**src/rtl/mmb_to_mmv_pkg.sv**
```systemverilog
// Shared types for the mmb-to-mmv burst splitter.
package mmb_to_mmv_pkg;

  typedef enum logic [1:0] {
    st_idle  = 2'b00,
    st_write = 2'b01,
    st_read  = 2'b10
  } state_t;

endpackage

```
**src/rtl/mmb_to_mmv_if.sv**
```systemverilog
// Burst-side (mmb) and single-access-side (mmv) bus bundles.
interface mmb_if #(
  parameter int AWIDTH = 8,
  parameter int DWIDTH = 8,
  parameter int BWIDTH = 4
);
  logic [AWIDTH-1:0] s_addr;
  logic [BWIDTH-1:0] s_bcnt;
  logic              s_wreq;
  logic [DWIDTH-1:0] s_wdat;
  logic              s_rreq;
  logic [DWIDTH-1:0] s_rdat;
  logic              s_rval;
  logic              s_busy;

  modport master (
    output s_addr, s_bcnt, s_wreq, s_wdat, s_rreq,
    input  s_rdat, s_rval, s_busy
  );
  modport slave (
    input  s_addr, s_bcnt, s_wreq, s_wdat, s_rreq,
    output s_rdat, s_rval, s_busy
  );
endinterface

interface mmv_if #(
  parameter int AWIDTH = 8,
  parameter int DWIDTH = 8
);
  logic [AWIDTH-1:0] m_addr;
  logic              m_wreq;
  logic [DWIDTH-1:0] m_wdat;
  logic              m_rreq;
  logic [DWIDTH-1:0] m_rdat;
  logic              m_rval;
  logic              m_busy;

  modport master (
    output m_addr, m_wreq, m_wdat, m_rreq,
    input  m_rdat, m_rval, m_busy
  );
  modport slave (
    input  m_addr, m_wreq, m_wdat, m_rreq,
    output m_rdat, m_rval, m_busy
  );
endinterface

```
**src/rtl/mmb_to_mmv_acnt.sv**
```systemverilog
// Loadable address incrementer with beat down-counter and last-beat flag.
module mmb_to_mmv_acnt #(
  parameter int AWIDTH = 8,
  parameter int BWIDTH = 4
) (
  input  logic              clk,
  input  logic              reset,
  input  logic              load_i,
  input  logic [AWIDTH-1:0] load_addr_i,
  input  logic [BWIDTH:0]   load_cnt_i,
  input  logic              step_i,
  output logic [AWIDTH-1:0] addr_o,
  output logic              last_o
);

  logic [AWIDTH-1:0] addr_q, addr_d;
  logic [BWIDTH:0]   cnt_q, cnt_d;

  always_comb begin
    addr_d = addr_q;
    cnt_d  = cnt_q;
    if (load_i) begin
      addr_d = load_addr_i;
      cnt_d  = load_cnt_i;
    end else if (step_i) begin
      addr_d = addr_q + AWIDTH'(1);
      cnt_d  = cnt_q - (BWIDTH+1)'(1);
    end
  end

  always_ff @(posedge clk or posedge reset) begin
    if (reset) begin
      addr_q <= '0;
      cnt_q  <= '0;
    end else begin
      addr_q <= addr_d;
      cnt_q  <= cnt_d;
    end
  end

  assign addr_o = addr_q;
  assign last_o = (cnt_q == (BWIDTH+1)'(1));

endmodule

```
**src/rtl/mmb_to_mmv.sv**
```systemverilog
// Splits mmb bursts into single mmv accesses at incrementing addresses.
// Optional write-stall watchdog: define MMB_TO_MMV_WTIMEOUT_EN.
module mmb_to_mmv
  import mmb_to_mmv_pkg::*;
#(
  parameter int AWIDTH   = 8,
  parameter int DWIDTH   = 8,
  parameter int BWIDTH   = 4,
  parameter int WTIMEOUT = 255
) (
  input  logic clk,
  input  logic reset,
  mmb_if.slave  s_bus,
  mmv_if.master m_bus
);

  state_t            state_q, state_d;
  logic              load, step, last;
  logic [AWIDTH-1:0] load_addr, addr_q;
  logic [BWIDTH:0]   load_cnt;
  logic [AWIDTH-1:0] m_addr;
  logic              m_wreq, m_rreq, s_busy;
  logic              w_accept, timeout;

  mmb_to_mmv_acnt #(
    .AWIDTH (AWIDTH),
    .BWIDTH (BWIDTH)
  ) u_acnt (
    .clk         (clk),
    .reset       (reset),
    .load_i      (load),
    .load_addr_i (load_addr),
    .load_cnt_i  (load_cnt),
    .step_i      (step),
    .addr_o      (addr_q),
    .last_o      (last)
  );

  assign w_accept = s_bus.s_wreq && !m_bus.m_busy;

`ifdef MMB_TO_MMV_WTIMEOUT_EN
  localparam int TW = $clog2(WTIMEOUT + 1);
  logic [TW-1:0] stall_q, stall_d;

  always_comb begin
    stall_d = '0;
    if (state_q == st_write && !w_accept) begin
      stall_d = s_bus.s_wreq ? stall_q : stall_q + TW'(1);
    end
  end

  always_ff @(posedge clk or posedge reset) begin
    if (reset) stall_q <= '0;
    else       stall_q <= stall_d;
  end

  assign timeout = (state_q == st_write) && !s_bus.s_wreq &&
                   (stall_q == TW'(WTIMEOUT - 1));
`else
  assign timeout = 1'b0;
`endif

  always_comb begin
    state_d   = state_q;
    load      = 1'b0;
    step      = 1'b0;
    load_addr = s_bus.s_addr;
    load_cnt  = {1'b0, s_bus.s_bcnt};
    m_addr    = s_bus.s_addr;
    m_wreq    = 1'b0;
    m_rreq    = 1'b0;
    s_busy    = 1'b0;
    case (state_q)
      st_idle: begin
        if (s_bus.s_wreq) begin
          // Write has priority; a concurrent read waits behind s_busy.
          m_wreq = 1'b1;
          s_busy = m_bus.m_busy;
          if (w_accept) begin
            load      = 1'b1;
            load_addr = s_bus.s_addr + AWIDTH'(1);
            if (s_bus.s_bcnt != '0) state_d = st_write;
          end
        end else if (s_bus.s_rreq) begin
          load     = 1'b1;
          load_cnt = {1'b0, s_bus.s_bcnt} + (BWIDTH+1)'(1);
          state_d  = st_read;
        end
      end
      st_write: begin
        m_addr = addr_q;
        m_wreq = s_bus.s_wreq;
        s_busy = m_bus.m_busy;
        if (w_accept) begin
          step = 1'b1;
          if (last) state_d = st_idle;
        end else if (timeout) begin
          state_d = st_idle;
        end
      end
      st_read: begin
        m_addr = addr_q;
        m_rreq = 1'b1;
        s_busy = 1'b1;
        if (!m_bus.m_busy) begin
          step = 1'b1;
          if (last) state_d = st_idle;
        end
      end
      default: state_d = st_idle;
    endcase
  end

  always_ff @(posedge clk or posedge reset) begin
    if (reset) state_q <= st_idle;
    else       state_q <= state_d;
  end

  assign m_bus.m_addr = m_addr;
  assign m_bus.m_wreq = m_wreq;
  assign m_bus.m_wdat = s_bus.s_wdat;
  assign m_bus.m_rreq = m_rreq;
  assign s_bus.s_busy = s_busy;
  assign s_bus.s_rdat = m_bus.m_rdat;
  assign s_bus.s_rval = m_bus.m_rval;

endmodule

```
**src/flat_wrapper.sv**
```systemverilog
// flat-port wrapper written by rule: the top's interface ports become plain ports
module mmb_to_mmv_flat import mmb_to_mmv_pkg::*;
#(
  parameter int AWIDTH   = 8,
  parameter int DWIDTH   = 8,
  parameter int BWIDTH   = 4,
  parameter int WTIMEOUT = 255
)
  (clk, reset, s_bus_s_addr, s_bus_s_bcnt, s_bus_s_wreq, s_bus_s_wdat, s_bus_s_rreq, s_bus_s_rdat, s_bus_s_rval, s_bus_s_busy, m_bus_m_addr, m_bus_m_wreq, m_bus_m_wdat, m_bus_m_rreq, m_bus_m_rdat, m_bus_m_rval, m_bus_m_busy);
  mmb_if #(.AWIDTH(AWIDTH), .DWIDTH(DWIDTH), .BWIDTH(BWIDTH)) s_bus_i ();
  mmv_if #(.AWIDTH(AWIDTH), .DWIDTH(DWIDTH)) m_bus_i ();
  input  logic clk;
  input  logic reset;
  input wire logic [$bits(s_bus_i.s_addr)-1:0] s_bus_s_addr;
  input wire logic [$bits(s_bus_i.s_bcnt)-1:0] s_bus_s_bcnt;
  input wire logic [$bits(s_bus_i.s_wreq)-1:0] s_bus_s_wreq;
  input wire logic [$bits(s_bus_i.s_wdat)-1:0] s_bus_s_wdat;
  input wire logic [$bits(s_bus_i.s_rreq)-1:0] s_bus_s_rreq;
  output wire logic [$bits(s_bus_i.s_rdat)-1:0] s_bus_s_rdat;
  output wire logic [$bits(s_bus_i.s_rval)-1:0] s_bus_s_rval;
  output wire logic [$bits(s_bus_i.s_busy)-1:0] s_bus_s_busy;
  output wire logic [$bits(m_bus_i.m_addr)-1:0] m_bus_m_addr;
  output wire logic [$bits(m_bus_i.m_wreq)-1:0] m_bus_m_wreq;
  output wire logic [$bits(m_bus_i.m_wdat)-1:0] m_bus_m_wdat;
  output wire logic [$bits(m_bus_i.m_rreq)-1:0] m_bus_m_rreq;
  input wire logic [$bits(m_bus_i.m_rdat)-1:0] m_bus_m_rdat;
  input wire logic [$bits(m_bus_i.m_rval)-1:0] m_bus_m_rval;
  input wire logic [$bits(m_bus_i.m_busy)-1:0] m_bus_m_busy;
  assign s_bus_i.s_addr = s_bus_s_addr;
  assign s_bus_i.s_bcnt = s_bus_s_bcnt;
  assign s_bus_i.s_wreq = s_bus_s_wreq;
  assign s_bus_i.s_wdat = s_bus_s_wdat;
  assign s_bus_i.s_rreq = s_bus_s_rreq;
  assign s_bus_s_rdat = s_bus_i.s_rdat;
  assign s_bus_s_rval = s_bus_i.s_rval;
  assign s_bus_s_busy = s_bus_i.s_busy;
  assign m_bus_m_addr = m_bus_i.m_addr;
  assign m_bus_m_wreq = m_bus_i.m_wreq;
  assign m_bus_m_wdat = m_bus_i.m_wdat;
  assign m_bus_m_rreq = m_bus_i.m_rreq;
  assign m_bus_i.m_rdat = m_bus_m_rdat;
  assign m_bus_i.m_rval = m_bus_m_rval;
  assign m_bus_i.m_busy = m_bus_m_busy;
  mmb_to_mmv #(.AWIDTH(AWIDTH), .DWIDTH(DWIDTH), .BWIDTH(BWIDTH), .WTIMEOUT(WTIMEOUT)) u_core (.clk(clk), .reset(reset), .s_bus(s_bus_i), .m_bus(m_bus_i));
endmodule
```
**config.mk**
```make
export PLATFORM = sky130hd
export DESIGN_NAME = mmb_to_mmv_flat
export DESIGN_NICKNAME = d
export VERILOG_FILES = /design/src/rtl/mmb_to_mmv_pkg.sv /design/src/rtl/mmb_to_mmv_if.sv /design/src/rtl/mmb_to_mmv_acnt.sv /design/src/rtl/mmb_to_mmv.sv /design/src/flat_wrapper.sv
export SDC_FILE = /design/constraint.sdc
export NUM_CORES = 1
export LEC_CHECK = 0
export CORE_MARGIN = 2
export CORE_UTILIZATION = 39
export DETAILED_ROUTE_END_ITERATION = 12
export GPL_ROUTABILITY_DRIVEN = 0
export PLACE_DENSITY = 0.77
export SLEW_MARGIN = 20
export SYNTH_ARGS = -nofsm -noshare
export SYNTH_HDL_FRONTEND = slang
export SYNTH_SLANG_ARGS = --single-unit
```
**constraint.sdc**
```tcl
create_clock -name clk -period 1.82 [get_ports clk]
set_input_delay 0.364 -clock clk [delete_from_list [all_inputs] [get_ports clk]]
set_output_delay 0.364 -clock clk [all_outputs]
set_load 0.02 [all_outputs]
```
---- Word-level counts from Yosys, hierarchy flattened ----
Cells that the tools add are included.
cells by class
  reduce and logical (&&, ||, !) cells .... 7
  equality and inequality tests ........... 8
  add/subtract/negate cells ............... 4
  muxes and demuxes ....................... 30
operators with widths
  operator               number
  $mux W8                6
  $mux W5                5
  $add A8 B1 Y8 const B  2
  $mux W2                7
  $mux W1                8
  $ne A3 B2 Y1 const B   2
  $pmux W2 S3            1
  $add A4 B1 Y5 const B  1
  $eq A5 B1 Y1 const B   1
  $reduce_and A5 Y1      1
  $sub A5 B1 Y5 const B  1
  $pmux W1 S2            2
  $reduce_bool A4 Y1     1
  $ne A3 B3 Y1 const B   1
  $pmux W1 S3            1
  $eq A2 B1 Y1 const B   1
  $eq A2 B2 Y1 const B   1
  $logic_not A2 Y1       1
  $ne A2 B1 Y1 const B   1
  $ne A2 B2 Y1 const B   1
  $reduce_bool A2 Y1     1
  $reduce_or A2 Y1       1
  $logic_and A1 B1 Y1    1
  $logic_not A1 Y1       1
word-level totals
  bits in registers ....................... 15
  output and inout bits ................... 28
  bits of input ports ..................... 34
  word-level logic and storage cells ...... 52

---- Longest topological paths before layout ----
  word-level depth ........................ 6
  gate-level depth with buffers ........... 7
  depth with buffers taken out ............ 6

---- Hierarchy ----
From an unflattened synthesis, not the netlist that was laid out.
unflattened totals
  cell total of the unflattened synthesis .. 175
  area total of the unflattened synthesis .. 1,503.9 um2
by module, submodules not included
  module           sequential area each (um2)  instances  area each (um2)  cells an instance
  mmb_to_mmv       50.0                        1          759.5            96
  mmb_to_mmv_acnt  325.3                       1          744.5            79

---- Worst setup path before layout ----
No wires, ideal clock.
  path kind ............................... register to output
  from .................................... register u_core.state_q[0]
  to ...................................... output port m_bus_m_addr[6]
  arrival time ............................ 1,420 ps
  cell stages (with the launch flop) ...... 5
  path slack .............................. 36 ps
  buffers on the path ..................... 1
  cells stage by stage .................... dfrtp_1 inv_1 ha_1 buf_2 o21ai_0
on the way
  longest elaborated chain between the ends .. 3
  elaborated cells on any way between the ends .. 4
RTL lines
  item                                                 RTL line            text
  start, declared                                      mmb_to_mmv.sv:17    state_t state_q, state_d;
  start signal, assigned                               mmb_to_mmv.sv:115   if (reset) state_q <= st_idle;
  start signal, assigned                               mmb_to_mmv.sv:116   else state_q <= state_d;
  $eq A2 B1 Y1 / $eq A2 B2 Y1 (equally long branches)  mmb_to_mmv.sv:73    case (state_q)
  $reduce_or A2 Y1 (no line) (*)                       -
  $mux W8 (*)                                          mmb_to_mmv.sv:73
  end, declared                                        flat_wrapper.sv:22  output wire logic [$bits(m_bus_i.m_addr)-1:0] m_bus_m_addr;
Mark *: on every way between the ends. The rest lies on a longest branch, timed or not.

---- Worst setup path after layout ----
  from .................................... register u_core.state_q[0]
  to ...................................... output port m_bus_m_addr[0]
Same word-level chain as after synthesis.

==> metrics <==
IR drop worst, VDD=0.414 mV; clk_lat worst skew=0.25 ns; fin. max-slew vios=0; relative slew slack=57.9%; first-pass GRT wire length=6310 um; final clock skew=0.000559 ns; Detailed Place HPWL=2700 um; clock sinks=15; Seq/Total Area, Yosys=25.8%; Final setup viols=11; worst slew pin tran=0.631 ns; max_cap viols=0; Final ANT Viol Nets=0; vias in the first global route=1372; leak pwr=0.00100 uW; clk slew on worst S/H paths=0.06 ns; Crit Path Category=flip-flop to primary output; drt first pass iters=4; fin crit period=1.97 ns; chip width=65.1 um; failing checks=negative setup slack; max incr delay on CP=0.38 ns; initial antenna violation count=0; mapped cell area=1460 um2; # H-tree levels=1; routed len/inst=15.1 um; Req. time, crit path=1.46 ns; pwr dens=1560 nW/um2; n_diodes=0; fillers=298; DR iter-0 viols=92; final setup margin=-0.151 ns; layout cells sized above 1=42.3%; Worst R2R Setup Slack=-0.07 ns; fin util=61.3%; IO Port Bufs=27; maximum clock insertion buffer count=2; status=finished with violations; dpl cell area=1960 um2; row cnt=22; core area=3630 um2; Worst Hold Slack=0.491 ns; CTS tree=done; RSZ-0062 raised after global routing=true; Crit Path Max Fanout=8; Hold Vio Cnt, Final=0; Yosys cell types=41; residual DRC count=0; syn nets=208; worst path cell trace=inv_2 > ha_4 > buf_8 > buf_6 > mux2_4 > buf_6; cell count after synthesis=164; Critical Path Slowest Stage Cell=dfrtp_1; largest net degree at the start of global routing=16; Finished Layout Cells=268; Achievable Freq=0.507 GHz; Arr. time, crit path=1.61 ns; Routed WL=4050 um; via count=1397; I/O pins=62; Startpoint Class=flip-flop; most frequent CP cell=buf_6; Post-CTS Hold Fix Bufs=0; setup slack at placement=-0.369 ns; Synth warnings=0; GR Overflow Total=0; Root Driver=clkbuf_8; synthesis-to-layout area growth=53.0%; total CTS buffers=3; placed instance count=259; Die Y=65.1 um; initial core utilization=40.0%; period utilisation layout=108%; Crit. End Element=primary output; Die ar.=4240 um2; final instance area=2230 um2; Avg Cell Area, Syn=8.87 um2; nets=265; GRT Total Usage=19.3%; hold crit path type=primary input to async pin; synthesized flop and latch total=15; Via density=5.21
synth_stat cells (all sizes together):
master | instances | area (um2)
nand4 | 7 | 43.8
nand3b | 3 | 22.5
o21a | 1 | 7.51
ha | 10 | 125
nand4b | 1 | 8.76
mux2 | 8 | 90.1
and2 | 2 | 12.5
a2bb2oi | 1 | 8.76
and3 | 2 | 13.8
nand3 | 8 | 40.0
o21ai | 3 | 15.0
a21boi | 1 | 11.3
or4b | 1 | 10.0
and3b | 2 | 17.5
xnor2 | 9 | 78.8
nand2 | 9 | 33.8
o221ai | 1 | 8.76
nor4 | 1 | 6.26
o2bb2ai | 1 | 8.76
a21o | 2 | 15.0
a21oi | 5 | 25.0
nor2 | 7 | 26.3
xor2 | 8 | 70.1
nor2b | 1 | 6.26
o211ai | 2 | 15.0
and4b | 1 | 10.0
inv | 9 | 33.8
o22ai | 1 | 6.26
mux2i | 8 | 80.1
clkbuf | 1 | 3.75
nor4bb | 1 | 10.0
nand2b | 3 | 18.8
buf | 21 | 148
o31ai | 1 | 7.51
a32oi | 1 | 8.76
nor3 | 4 | 20.0
or2 | 2 | 12.5
dfrtp | 15 | 375
path summary, 6_finish.rpt:
kind                                                     start                                   to  depth (start not counted)
max                              u_core.state_q[0]$_DFFE_PP0P_                      m_bus_m_addr[0]                          6
min                                                      reset        u_core.state_q[1]$_DFFE_PP0P_                          2
max reg2reg                      u_core.state_q[1]$_DFFE_PP0P_  u_core.u_acnt.addr_o[7]$_DFFE_PP0P_                          9
min reg2reg                u_core.u_acnt.addr_o[1]$_DFFE_PP0P_  u_core.u_acnt.addr_o[1]$_DFFE_PP0P_                          1
max in group asynchronous                                reset  u_core.u_acnt.addr_o[0]$_DFFE_PP0P_                          2
min in group clk           u_core.u_acnt.addr_o[1]$_DFFE_PP0P_  u_core.u_acnt.addr_o[1]$_DFFE_PP0P_                          1
cells in the final DEF, fill, tap and decap left out, types with 6 or more instances in the layout:
cell type	netlist	layout
nand4_1	7	7
mux2_4	0	6
clkdlybuf4s50_1	0	16
buf_4	17	39
ha_1	10	6
buf_6	0	14
dfrtp_1	15	15
mux2i_1	8	8
xnor2_1	9	9
inv_1	9	6
nand2_1	9	9
nor2_1	7	7
xor2_1	8	8
cell families after synthesis:
group / share of synthesized area (%)
AND/OR/NAND/NOR: 21.5
XOR/XNOR: 10.2
adder cells (fa/ha/maj): 8.60
buffers and inverters: 12.7
multiplexers: 11.7
AO/OA/AOI/OAI: 9.46
flip-flops: 25.8
worst max-delay path, delay by kind of cell, from the launching register on:
kind | cells | cell delay (ns)
muxes | 1 | 0.29
buffers and inverters | 4 | 0.46
DFF | 1 | 0.38
adders and majority gates | 1 | 0.21
power by group:
group / internal, uW / switching (uW)
registers: 495 / 161
clock network: 156 / 131
logic: 1410 / 1110
total: 2060 / 1400
stage by stage:
stage / setup TNS (ns) / power, uW
floorplan: 0 / 1750
finish: -0.788 / 3460
global route: -1.64 / 3690
detailed placement: -3.28 / 2640
global placement: -3.03 / 2600
CTS: -0.644 / 3210
final cells by class:
type | count | area, um2 | share of cell area [%]
inverter | 9 | 33.8 | 1.52
multi-input combinational | 118 | 1050 | 47.2
clock buffer | 4 | 45.0 | 2.02
timing repair buffer | 74 | 661 | 29.7
sequential | 15 | 375 | 16.9
tap | 48 | 60.1 | 2.70
flip-flops by register name, indices dropped and copies added (netlist names):
name,flops
u_core.u_acnt.addr_o,8
u_core.u_acnt.cnt_q,5
u_core.state_q,2
per-layer routing:
metal | track usage, % | wire length, um
met1 | 24.8 | 1760
met2 | 32.5 | 2050
met3 | 2.26 | 166
met4 | 8.59 | 78
met5 | 0 | 0
timing repair:
item	CTS	global route
buffers inserted	4	2
gates resized for setup	78	25
pin swaps	6	11
setup endpoints to repair	16	23
Power figures use the tool's default switching activity.
